<file path="src/rtl/tc_pl_cap_gain_autorange.sv">
`default_nettype none
// ============================================================================
//  Module   : tc_pl_cap_gain_autorange
//  Purpose  : Gain-decision stage ahead of the capture-channel relay latch.
//             Measures peak |ADC| over a window of valid samples and picks
//             one of four gain steps (auto) or applies manual_idx (manual).
//             Each gain change is written to the relay stage with a
//             one-cycle gset_en, acknowledged by gset_relay_cmpt, and then
//             followed by a relay-settle hold-off.
//  Ports    :
//    clk, rst          - clock, asynchronous active-high reset
//    enable            - block runs while high; low returns to IDLE
//    mode_manual       - 1: use manual_idx, 0: autorange
//    manual_idx        - manual gain index
//    thr_hi / thr_lo   - unsigned peak thresholds (step down / step up)
//    win_len           - valid samples per window (0 acts as 1)
//    settle_len        - relay settle cycles (0 acts as 1)
//    adc_data/adc_valid- signed sample and strobe
//    gset_en           - one-cycle relay write request
//    gset_relay        - relay code, held between writes
//    gset_relay_cmpt   - relay write acknowledge
//    gain_idx          - applied gain index
//    range_lock        - current gain accepted
//    range_busy        - relay change or settle in progress
//    overrange         - last window clipped at lowest gain
//    cmpt_err          - sticky acknowledge timeout
//  Revision : 1.0 - initial release
// ============================================================================
module tc_pl_cap_gain_autorange #(
    parameter int                   ADC_W      = 16,
    parameter int                   CAP0_14    = 4,
    parameter logic [4*CAP0_14-1:0] GAIN_TABLE = 16'h8421,
    parameter int                   CMPT_TO    = 16
) (
    input  logic                     clk,
    input  logic                     rst,
    input  logic                     enable,
    input  logic                     mode_manual,
    input  logic [1:0]               manual_idx,
    input  logic [ADC_W-1:0]         thr_hi,
    input  logic [ADC_W-1:0]         thr_lo,
    input  logic [15:0]              win_len,
    input  logic [15:0]              settle_len,
    input  logic signed [ADC_W-1:0]  adc_data,
    input  logic                     adc_valid,
    output logic                     gset_en,
    output logic [CAP0_14-1:0]       gset_relay,
    input  logic                     gset_relay_cmpt,
    output logic [1:0]               gain_idx,
    output logic                     range_lock,
    output logic                     range_busy,
    output logic                     overrange,
    output logic                     cmpt_err
);

    typedef enum logic [2:0] {
        IDLE      = 3'd0,
        REQ       = 3'd1,
        WAIT_CMPT = 3'd2,
        SETTLE    = 3'd3,
        MEASURE   = 3'd4,
        DECIDE    = 3'd5,
        LOCK      = 3'd6
    } state_t;

    localparam logic [ADC_W-1:0] c_adc_min   = {1'b1, {(ADC_W-1){1'b0}}};
    localparam logic [ADC_W-1:0] c_adc_max   = {1'b0, {(ADC_W-1){1'b1}}};
    localparam logic [15:0]      c_cmpt_last = 16'(CMPT_TO - 1);

    state_t               r_state;
    state_t               w_next;
    logic [1:0]           w_target;
    logic [CAP0_14-1:0]   w_relay_code;

    logic [1:0]           r_gain_idx;
    logic [CAP0_14-1:0]   r_gset_relay;
    logic                 r_gset_en;
    logic                 r_range_lock;
    logic                 r_range_busy;
    logic                 r_overrange;
    logic                 r_cmpt_err;
    logic [15:0]          r_cnt;
    logic [ADC_W-1:0]     r_peak;

    logic [ADC_W-1:0]     w_abs;
    logic                 w_hi;
    logic                 w_lo;
    logic                 w_settle_done;
    logic                 w_win_done;
    logic                 w_cmpt_timeout;
    logic [15:0]          w_cnt_inc;

    // |sample|; the most negative code has no positive twin, so it clips.
    always_comb begin
        w_abs = adc_data;
        if (adc_data == c_adc_min) begin
            w_abs = c_adc_max;
        end else if (adc_data[ADC_W-1]) begin
            w_abs = -adc_data;
        end
    end

    assign w_hi           = (r_peak > thr_hi);
    assign w_lo           = (r_peak < thr_lo);
    assign w_cnt_inc      = r_cnt + 16'd1;
    // Compared one count ahead so a length of 0 still behaves as 1.
    assign w_settle_done  = ({1'b0, r_cnt} + 17'd1) >= {1'b0, settle_len};
    assign w_win_done     = ({1'b0, r_cnt} + 17'd1) >= {1'b0, win_len};
    // r_cnt starts at 0 in REQ, so this fires CMPT_TO cycles after gset_en.
    assign w_cmpt_timeout = (r_cnt >= c_cmpt_last);

    always_comb begin
        w_relay_code = GAIN_TABLE[int'(w_target)*CAP0_14 +: CAP0_14];
    end

    // ------------------------------------------------------------------
    // State register
    // ------------------------------------------------------------------
    always_ff @(posedge clk or posedge rst) begin
        if (rst) begin
            r_state <= IDLE;
        end else begin
            r_state <= w_next;
        end
    end

    // ------------------------------------------------------------------
    // Next state and target gain
    // ------------------------------------------------------------------
    always_comb begin
        w_next   = r_state;
        w_target = r_gain_idx;
        if (!enable) begin
            w_next = IDLE;
        end else begin
            case (r_state)
                IDLE: begin
                    if (!r_cmpt_err) begin
                        w_target = mode_manual ? manual_idx : r_gain_idx;
                        w_next   = REQ;
                    end
                end
                REQ: w_next = WAIT_CMPT;
                WAIT_CMPT: begin
                    if (gset_relay_cmpt) begin
                        w_next = SETTLE;
                    end else if (w_cmpt_timeout) begin
                        w_next = IDLE;
                    end
                end
                SETTLE: begin
                    if (w_settle_done) begin
                        w_next = mode_manual ? LOCK : MEASURE;
                    end
                end
                MEASURE: begin
                    if (adc_valid && w_win_done) begin
                        w_next = DECIDE;
                    end
                end
                DECIDE: begin
                    // Overload check first: clipping wins over a misconfigured thr_lo.
                    if (w_hi && (r_gain_idx != 2'd0)) begin
                        w_target = r_gain_idx - 2'd1;
                        w_next   = REQ;
                    end else if (w_hi) begin
                        w_next = MEASURE;
                    end else if (w_lo && (r_gain_idx != 2'd3)) begin
                        w_target = r_gain_idx + 2'd1;
                        w_next   = REQ;
                    end else begin
                        w_next = MEASURE;
                    end
                end
                LOCK: begin
                    if (!mode_manual) begin
                        w_target = r_gain_idx;
                        w_next   = REQ;
                    end else if (manual_idx != r_gain_idx) begin
                        w_target = manual_idx;
                        w_next   = REQ;
                    end
                end
                default: w_next = IDLE;
            endcase
        end
    end

    // ------------------------------------------------------------------
    // Datapath and status registers. Relay code, index and gset_en are
    // loaded on the edge entering REQ so they are coherent during REQ.
    // ------------------------------------------------------------------
    always_ff @(posedge clk or posedge rst) begin
        if (rst) begin
            r_gain_idx   <= 2'd0;
            r_gset_relay <= GAIN_TABLE[CAP0_14-1:0];
            r_gset_en    <= 1'b0;
            r_range_lock <= 1'b0;
            r_range_busy <= 1'b0;
            r_overrange  <= 1'b0;
            r_cmpt_err   <= 1'b0;
            r_cnt        <= 16'd0;
            r_peak       <= '0;
        end else begin
            r_gset_en <= 1'b0;
            if (!enable) begin
                r_range_lock <= 1'b0;
                r_range_busy <= 1'b0;
                r_overrange  <= 1'b0;
                r_cmpt_err   <= 1'b0;
            end else if (w_next == REQ) begin
                r_gain_idx   <= w_target;
                r_gset_relay <= w_relay_code;
                r_gset_en    <= 1'b1;
                r_range_busy <= 1'b1;
                r_range_lock <= 1'b0;
                r_cnt        <= 16'd0;
            end else begin
                case (r_state)
                    REQ: r_cnt <= w_cnt_inc;
                    WAIT_CMPT: begin
                        if (gset_relay_cmpt) begin
                            r_cnt <= 16'd0;
                        end else if (w_cmpt_timeout) begin
                            r_cmpt_err   <= 1'b1;
                            r_range_busy <= 1'b0;
                        end else begin
                            r_cnt <= w_cnt_inc;
                        end
                    end
                    SETTLE: begin
                        if (w_settle_done) begin
                            r_range_busy <= 1'b0;
                            r_cnt        <= 16'd0;
                            r_peak       <= '0;
                            if (mode_manual) begin
                                r_range_lock <= 1'b1;
                            end
                        end else begin
                            r_cnt <= w_cnt_inc;
                        end
                    end
                    MEASURE: begin
                        if (adc_valid) begin
                            if (w_abs > r_peak) begin
                                r_peak <= w_abs;
                            end
                            r_cnt <= w_cnt_inc;
                        end
                    end
                    DECIDE: begin
                        // Only the no-change outcomes reach here.
                        r_range_lock <= 1'b1;
                        r_overrange  <= w_hi;
                        r_cnt        <= 16'd0;
                        r_peak       <= '0;
                    end
                    default: ;
                endcase
            end
        end
    end

    assign gset_en    = r_gset_en;
    assign gset_relay = r_gset_relay;
    assign gain_idx   = r_gain_idx;
    assign range_lock = r_range_lock;
    assign range_busy = r_range_busy;
    assign overrange  = r_overrange;
    assign cmpt_err   = r_cmpt_err;

endmodule
`default_nettype wire

</file>
<file path="config.mk">
export PLATFORM = sky130hd
export DESIGN_NAME = tc_pl_cap_gain_autorange
export DESIGN_NICKNAME = d
export VERILOG_FILES = /design/src/rtl/tc_pl_cap_gain_autorange.sv
export SDC_FILE = /design/constraint.sdc
export NUM_CORES = 1
export LEC_CHECK = 0
export CORE_MARGIN = 2
export CORE_UTILIZATION = 40
export DETAILED_ROUTE_END_ITERATION = 10
export PLACE_DENSITY_LB_ADDON = 0.2
export SYNTH_ARGS = -nofsm -noshare
export SYNTH_HDL_FRONTEND = slang
export SYNTH_SLANG_ARGS = --single-unit
</file>
<file path="constraint.sdc">
create_clock -name clk -period 3.89 [get_ports clk]
set_input_delay 0.5835 -clock clk [delete_from_list [all_inputs] [get_ports clk]]
set_output_delay 0.5835 -clock clk [all_outputs]
set_load 0.1 [all_outputs]
</file>
==> results <==
- The flow ran to the end, but the final reports show violations.
- The checks that failed: negative setup slack.
- Across all hold checks on the routed design, the worst slack comes to 0.501 ns.
- Entering global routing, the biggest net connects 47 pins.
- The initial antenna violation count is 0.
- The detailed router placed 4,829 vias in this run.
- The synthesized netlist contains 75 unique library cells.
- The min-delay analysis places its worst path in the category flip-flop to flip-flop.
- The final max-slew violation count is 0.
- 99 I/O pins were placed.
- The post-synthesis net count is 766.
- The endpoint kind of the worst setup timing path is a flip-flop.
- The core area is 0.0122 mm².
- Routability-driven placement finished with a final weighted congestion of 0.949.
- During synthesis, Yosys emitted a total of 0 warnings.
- The number of levels in the clock H-tree is 2.
- 0 antenna diodes ended up in the layout.
- The analysis attributes to cell leakage a power of 3.39 nW.
- The mean area per synthesized cell is 8.46 µm².
- The biggest area contributor in the post-synthesis netlist is dfrtp_1.
- The total of max-cap violations is 0.
- The number of register bits inferred by synthesis is 46.
- The highest net fanout along the worst path is 6.
- Compared with the post-synthesis result, the final layout area differs by 39.0%.
- The share of async-settable or async-resettable flops after synthesis is 1.00.
- Across all setup checks in the final design, the least slack found is -0.0235 ns.
- The number of global-route vias before repair is 4,736.
- In the global route stage, met2 resource usage came out at 0.362.
- The arrival time at the worst endpoint is 4.08 ns.
- The later pin in the worst-skew pair is clocked with a latency of 0.29 ns.
- For this configuration, the core starts out at a cell density of 0.414.
- The layer flagged by global routing as most heavily used is met2.
- The floorplan has 40 rows.
- In the final layout, the share of cells above drive strength 1 is 0.185.
- The clock net in this run drives a total of 46 sinks.
- Dividing total power by cell area gives a power density of 256 mW/mm².
- In the routed design, unresolved DRC markers number 0.
- The fill cell total of the finished layout is 1,107.
- The count of nets left with antenna violations once routing finished came out at 0.
- The tree is rooted in a clkbuf_16.
- In this run, the number of DRC markers left after iteration 0 of detailed routing was 217.
- Using the TritonRoute via totals, the vias-per-cell ratio works out to 5.31.
- Headroom to the max-slew limit came out at 0.340.
- The wire length of the first global-routing pass is 22.6 mm.
- The sequential-to-total area share from yosys stat is 0.229.
- The cell with the most instances after synthesis is inv_1.
- By area the synthesized netlist is led by dfrtp_1, ha_1, inv_1, a21oi_1, nor2_1.
- The minimum period implied by the final worst setup slack is 3.91 ns.
- In this run, CTS created clock tree buffers numbering 5.
- The CTS tree is yes.
- The worst supply voltage drop on vdd is 0.144 mV.
- Clock-pin slew was measured on the worst setup and hold paths at 0.06 ns.
- The number of buffers inserted by port buffering is 98.
- The height of the die is 116 µm.
- In the synthesized netlist the dominant register cell turns out to be dfrtp_1.
- The portion of the clock cycle consumed by the worst path in the final layout is 1.01.
- For flop-to-flop paths, the worst setup slack is 0.17 ns.
- The kind of critical path is input pin to flip-flop.
- The longest clock path from root to sink contains 2 buffers.
- Detailed placement ended at an HPWL of 11.2 mm.
- The final cell utilization of the core is 0.575.
- Setup repair after global routing could not meet its margin everywhere.
- The first-pass iteration count of the detailed router is 5.
- The worst setup path is launched from an input pin.
- Across every metal layer, demand over resource in global routing totals 0.210.
- The required arrival time at the worst endpoint is 4.05 ns.
- Summed over all layers, the routed wires come to 14.0 mm.
- The number of endpoints with negative hold slack in the final report was 0.
- The synthesized instance count is 595.
- Of the post-synthesis cell area, the dominant cell type holds 0.224.
- The met1 demand-to-capacity share in global routing is 0.282.
- The count of flip-flops with a built-in enable after synthesis is 0.
- The maximum clock skew at final layout is 0.00751 ns.
- From left edge to right edge, the die measures 116 µm.
- The number of nets in the final layout is 912.
- The design draws 1.79 mW.
- Setup violations remaining at the end of the flow were counted as 15.
- Sorting the synthesized cells by how often they occur yields inv_1, ha_1, dfrtp_1.
- The total overflow reported by the global router is 0.
- At the pin with the least slew margin, the transition time is 0.990 ns.
- The met3 track demand over resource is 0.0259.
- The total die area is 0.0135 mm².
- The top achievable clock speed is 256 MHz.
- The average wire per cell in the routed design is 15.4 µm.
- The area of the mapped netlist is 0.00503 mm².
[logic make-up (layout without fill, tap and decap cells)]
| kind of cell | Yosys count | in the layout | share of synthesized area |
|---|---|---|---|
| fa+ha+maj | 83 | 83 | 0.206 |
| flops | 46 | 46 | 0.229 |
| simple gates | 166 | 167 | 0.177 |
| xor+xnor | 27 | 27 | 0.0470 |
| mux | 20 | 20 | 0.0504 |
| compound gates | 144 | 144 | 0.201 |
| buf+inv | 109 | 255 | 0.0895 |
[per-layer routing]
| layer | vias to the layer above | routed length, µm | share of wire |
|---|---|---|---|
| met5 | - | 0 | 0 |
| met4 | 0 | 136 | 0.0097 |
| met3 | 12 | 659 | 0.047 |
| met2 | 127 | 6750 | 0.48 |
| met1 | 2261 | 6490 | 0.46 |
| li1 | 2429 | - | - |
[path summary, 6_finish.rpt]
| kind | startpoint | endpoint | cells after the start |
|---|---|---|---|
| max in group asynchronous | rst | r_peak[0] | 2 |
| max | adc_data[1] | r_peak[11] | 17 |
| min in group asynchronous | rst | overrange | 2 |
| min | gset_relay[0] | gset_relay[0] | 2 |
| min reg2reg | gset_relay[0] | gset_relay[0] | 2 |
| max reg2reg | r_cnt[2] | r_peak[11] | 15 |
[flip-flops by register name, summed over array words and instances (netlist names)]
| register | flops |
|---|---|
| cmpt_err | 1 |
| gain_idx | 2 |
| gset_en | 1 |
| gset_relay | 4 |
| overrange | 1 |
| r_cnt | 16 |
| r_peak | 16 |
| r_state | 3 |
| range_busy | 1 |
| range_lock | 1 |
[worst max-delay path, cell delays in order]
cell and delay, ns:
buf_12 0.11, inv_12 0.04, ha_4 0.12, nand2_2 0.05, or3_4 0.39, or4_4 0.57, buf_6 0.16, o311ai_4 0.25
o21a_1 0.23, ha_4 0.15, nand4_1 0.13, buf_4 0.17, o2111ai_2 0.17, nand4_1 0.17, a21oi_4 0.31, buf_12 0.17
mux2_4 0.30
[report_power, final]
part           leakage (nW)  total, mW  internal, mW  switching, mW
Clock                0.0739      0.435         0.255          0.180
Combinational          2.70      0.790         0.338          0.453
Sequential            0.625      0.565         0.521         0.0443
Total                  3.39       1.79          1.11          0.677
[layout make-up]
cell class	instances	area [µm²]	area share
multi-input combinational	441	3650	0.522
clock buffer	7	143	0.0204
timing repair buffer	158	1490	0.212
tap	168	210	0.0300
clock inverter	1	5.00	0.000715
sequential	46	1150	0.165
inverter	89	352	0.0503
[what timing repair did]
action,CTS,global route
gates cloned,2,0
hold buffers,0,0
resized for setup,39,19
setup buffers,10,3
pin swaps,14,11
endpoints found under the setup margin,16,16
[metrics by stage]
| stage | cells | TNS [ns] | setup slack (ns) | cell area [µm²] |
|---|---|---|---|---|
| 2_1_floorplan | 595 | -1.59 | -0.157 | 5160 |
| 6_report | 910 | -0.171 | -0.0235 | 7000 |
| 3_3_place_gp | 888 | -9.49 | -0.628 | 6600 |
| 5_1_grt | 910 | -2.69 | -0.181 | 7000 |
| 4_1_cts | 907 | 0 | 0.0133 | 6940 |
| 3_5_place_dp | 888 | -11.81 | -0.784 | 6600 |
[cell usage in the layout (no fill, tap or decap), types with 5 or more instances in the layout]
master	instances
clkdlybuf4s50_1	88
inv_1	86
ha_1	77
buf_4	54
dfrtp_1	45
a21oi_1	43
nor2_1	36
nand2_1	31
nand3_1	18
a22oi_1	18
nand4_1	16
xor2_1	16
mux2_4	15
o21ai_0	14
xnor2_1	11
nor2b_1	8
a21o_1	8
o211ai_1	7
nor3_1	7
and3_1	6
o21a_1	6
ha_4	6
dlygate4sd2_1	6
nand2b_1	5
a31oi_1	5
o31ai_1	5
clkbuf_16	5
Power figures use the tool's default switching activity.
